**config.mk**
```make
export PLATFORM = sky130hd
export DESIGN_NAME = car_sensor_conditioner
export DESIGN_NICKNAME = d
export VERILOG_FILES = /design/src/rtl/car_sensor_conditioner.sv
export SDC_FILE = /design/constraint.sdc
export NUM_CORES = 1
export LEC_CHECK = 0
export CAP_MARGIN = 20
export CORE_MARGIN = 2
export CORE_UTILIZATION = 53
export CTS_CLUSTER_SIZE = 28
export DETAILED_ROUTE_END_ITERATION = 6
export PLACE_DENSITY = 0.79
export SYNTH_ARGS = -nofsm -noshare
export SYNTH_HDL_FRONTEND = slang
export SYNTH_SLANG_ARGS = --single-unit
```
**constraint.sdc**
```tcl
create_clock -name clk -period 5.6 [get_ports clk]
set_input_delay 1.4 -clock clk [delete_from_list [all_inputs] [get_ports clk]]
set_output_delay 1.4 -clock clk [all_outputs]
set_load 0.01 [all_outputs]
```
**src/rtl/car_sensor_conditioner.sv**
```systemverilog
// car_sensor_conditioner: synchronises and debounces the car sensor into a clean level, edge pulses and an arrival count
module car_sensor_conditioner #(
  parameter int DEB_CYCLES = 4,
  parameter int CNT_W = 8
) (
  input  logic             clk,
  input  logic             rst,
  input  logic             sensor,
  input  logic             clr_cnt,
  output logic             car,
  output logic             arrive,
  output logic             depart,
  output logic [CNT_W-1:0] arrivals
);
  localparam int CW = $clog2(DEB_CYCLES) + 1;
  localparam logic [CW-1:0] LAST = CW'(DEB_CYCLES - 1);
  typedef enum logic [1:0] {IDLE, RISE, PRESENT, FALL} state_t;
  state_t state, state_nx;
  logic s1, s2, arrive_nx, depart_nx;
  logic [CW-1:0] cnt, cnt_nx;
  logic [CNT_W-1:0] arrivals_nx, base;
  always_comb begin
    state_nx = state;
    cnt_nx = cnt;
    arrive_nx = 1'b0;
    depart_nx = 1'b0;
    case (state)
      IDLE: if (s2) begin
        state_nx = RISE;
        cnt_nx = CW'(1);
      end
      RISE: if (!s2) begin
        state_nx = IDLE;
        cnt_nx = '0;
      end else if (cnt == LAST) begin
        state_nx = PRESENT;
        cnt_nx = '0;
        arrive_nx = 1'b1;
      end else cnt_nx = cnt + 1'b1;
      PRESENT: if (!s2) begin
        state_nx = FALL;
        cnt_nx = CW'(1);
      end
      FALL: if (s2) begin
        state_nx = PRESENT;
        cnt_nx = '0;
      end else if (cnt == LAST) begin
        state_nx = IDLE;
        cnt_nx = '0;
        depart_nx = 1'b1;
      end else cnt_nx = cnt + 1'b1;
      default: begin
        state_nx = IDLE;
        cnt_nx = '0;
      end
    endcase
  end
  // clear takes effect before a coincident arrival is counted
  assign base = clr_cnt ? '0 : arrivals;
  assign arrivals_nx = (arrive_nx && base != '1) ? base + 1'b1 : base;
  assign car = (state == PRESENT) || (state == FALL);
  always_ff @(posedge clk or negedge rst) begin
    if (!rst) begin
      s1 <= 1'b0;
      s2 <= 1'b0;
      state <= IDLE;
      cnt <= '0;
      arrive <= 1'b0;
      depart <= 1'b0;
      arrivals <= '0;
    end else begin
      s1 <= sensor;
      s2 <= s1;
      state <= state_nx;
      cnt <= cnt_nx;
      arrive <= arrive_nx;
      depart <= depart_nx;
      arrivals <= arrivals_nx;
    end
  end
endmodule

```
==> summary.txt <==
Yosys
  – Ys flop type: dfrtp_1
  – Synth warn: 0
  – Syn_nets: 85
  – Cells after Synth: 79
  – Post-synth EDFFs: 0
  – Cell variety after synth: 32
  – Seq cells post-synth: 17
  – Netlist Area Pre-Place: 838 µm²
  – Sequential element share of the synthesized area: 0.507
  – Syn Area/Cell: 10.6 µm²
  – Async S/R FF share, synth: 1.00

STA
  – Slew margin rel.: 0.510
  – Hold slack: 0.365 ns
  – Max Freq: 295 MHz
  – Pins Over Slew Limit: 0
  – Final setup TNS: 0 ns
  – Setup ws final: 2.21 ns
  – Unrepaired setup endpoints after global routing: false
  – Max Clock Skew: 0.00166 ns
  – Worst slew pin tran: 0.732 ns
  – Final Critical Period: 3.39 ns
  – Number of setup violations in the final report: 0
  – Final hold vios: 0
  – Period utilization: 0.605

GRT
  – Antenna violations before repair: 0
  – First-pass GRT wire length: 2.75 mm
  – Gr usage total: 0.200
  – Largest net degree at the start of global routing: 18
  – Gr ovfl total: 0
  – Vias in the first global route: 599

Power and ir drop
  – P_leak: 0.457 nW
  – PD cells: 286 mW/mm²
  – Largest vdd supply drop: 227 µV

Critical path
  – Critical Path Stages: 7
  – Reg-to-reg endpoint: arrivals[5]
  – Buf+Inv Stages, Crit Path: 1
  – CP Cell Sequence: clkdlybuf4s50_1 -> nor2b_1 -> ha_1 -> and2b_2 -> and4_1 -> or4_1 -> a21oi_1
  – Crit end category: register
  – CP startpoint: clr_cnt
  – CP top delay family: simple AND/OR/NAND/NOR gates
  – Slowest CP cell: clkdlybuf4s50_1
  – Startpoint Class: input port
  – Worst-path fanout max: 12
  – Minimum setup slack among reg-to-reg paths: 3.57 ns
  – R2R depth: 6
  – Worst r2r src: arrivals[0]
  – Worst path arrival time: 3.60 ns
  – Slowest cell delay on critical path: 0.71 ns
  – WS Path Type: in2reg
  – Worst setup path end: arrivals[5]
  – Req. time, crit path: 5.81 ns

Final layout
  – Post-layout nets: 102
  – Layout cell share with drive strength beyond 1: 0.105
  – ANT cells: 0
  – Non-Filler Instances: 111
  – Synth-to-Final Area Change: 21.0%

Detailed routing
  – 1st-iter DRT viols: 14
  – Vias per inst: 5.86
  – 1st-pass router iterations: 4
  – ANT nets after route: 0
  – Routed WL per cell: 13.3 µm
  – Vias: 650
  – WL final: 1.48 mm
  – DRC errors left: 0

Floorplanning
  – Die W: 43.8 µm
  – Chip height: 43.8 µm
  – Io pins: 15
  – Die ar.: 0.00192 mm²
  – Starting Density: 0.563
  – # rows: 14
  – Core area: 0.00149 mm²

Min path
  – Worst hold path class: reg2reg
  – Worst Hold Path Cells: 0

Clock tree
  – Setup Buffers After CTS: 0
  – Post_cts resized: 0
  – Root Driver: clkbuf_4
  – H-tree depth: 1
  – CTS max path bufs: 2
  – CTS tree: yes
  – # clock sinks: 17
  – Clock latency on the worst-skew pair: 0.29 ns
  – CTS Buf Count: 3
  – Hold buffer count at cts: 0
  – Worst-path clk slew: 0.10 ns

Run
  – Max cap viols: 0

Place
  – Gp weighted congestion: 0.806
  – Place WS: 1.92 ns
  – Number of I/O port buffers: 14
  – Placed cells: 107
  – Detailed placement HPWL: 1.10 mm

Outcome
  – Status: finished, final reports clean
routing by layer:
metal / wire length (µm) / track usage / part of all wire
met3: 83 / 0.0500 / 0.056
met2: 622 / 0.256 / 0.42
met5: 0 / 0 / 0
met4: 26 / 0.109 / 0.018
met1: 748 / 0.306 / 0.51
cell usage after synthesis, drive strengths merged, types with 2 or more instances:
cell | instances | area (µm²)
a21oi | 5 | 25.0
and4 | 2 | 17.5
dfrtp | 17 | 425
ha | 2 | 25.0
inv | 2 | 7.51
mux2 | 3 | 33.8
nand2 | 8 | 30.0
nand2b | 2 | 12.5
nand3 | 2 | 10.0
nand3b | 2 | 27.5
nand4 | 2 | 12.5
nor2 | 5 | 18.8
nor2b | 6 | 37.5
nor3 | 2 | 10.0
or4 | 2 | 15.0
xnor2 | 2 | 17.5
cell type report:
cell class	count	area (µm²)
Clock buffer	3	22.5
Clock inverter	1	5.00
Fill cell	112	474
Inverter	2	7.51
Multi-Input combinational cell	58	394
Sequential cell	17	425
Tap cell	16	20.0
Timing Repair Buffer	14	140
report_power, final:
part | internal (mW) | switching (mW) | total [mW]
combinational | 0.0349 | 0.0347 | 0.0696
clock | 0.0266 | 0.0393 | 0.0659
sequential | 0.138 | 0.0173 | 0.155
per-stage QoR:
stage / total power, mW / area (µm²) / utilization
4_1_cts: 0.294 / 1010 / 0.682
3_5_place_dp: 0.228 / 987 / 0.663
2_1_floorplan: 0.204 / 838 / -
6_report: 0.291 / 1010 / 0.682
3_3_place_gp: 0.223 / 987 / 0.663
5_1_grt: 0.315 / 1010 / 0.682
flip-flops by register name, indices dropped and copies added (netlist names), named ones only:
signal,count
arrivals,8
cnt,3
s2,1
s1,1
state,1
depart,1
arrive,1
placed cells by master, fill, tap and decap left out, drive strengths merged, types with 3 or more instances in the layout:
master and instances:
dfrtp 17, mux2 3, clkbuf 3, nand2 8, nor2b 6, clkdlybuf4s50 14, a21oi 5, nor2 5
how the worst min path moves through the flow:
stage | from | endpoint | slack (ns)
floorplan | s1 | s2 | 0.33
global placement | s1 | s2 | 0.34
detailed placement | s1 | s2 | 0.34
CTS | s1 | s2 | 0.37
global route | s1 | s2 | 0.38
finish | s1 | s2 | 0.36
kinds of logic (layout without fill, tap and decap cells):
logic type | after synthesis | after routing | share of synthesized area
AND/OR/NAND/NOR | 38 | 38 | 0.278
flip-flops | 17 | 17 | 0.507
adder cells (fa/ha/maj) | 2 | 2 | 0.0298
multiplexers | 3 | 3 | 0.0403
buffers and inverters | 4 | 20 | 0.0224
XOR/XNOR | 3 | 3 | 0.0313
AO/OA/AOI/OAI | 12 | 12 | 0.0911
(Power assumes the default switching activity.)
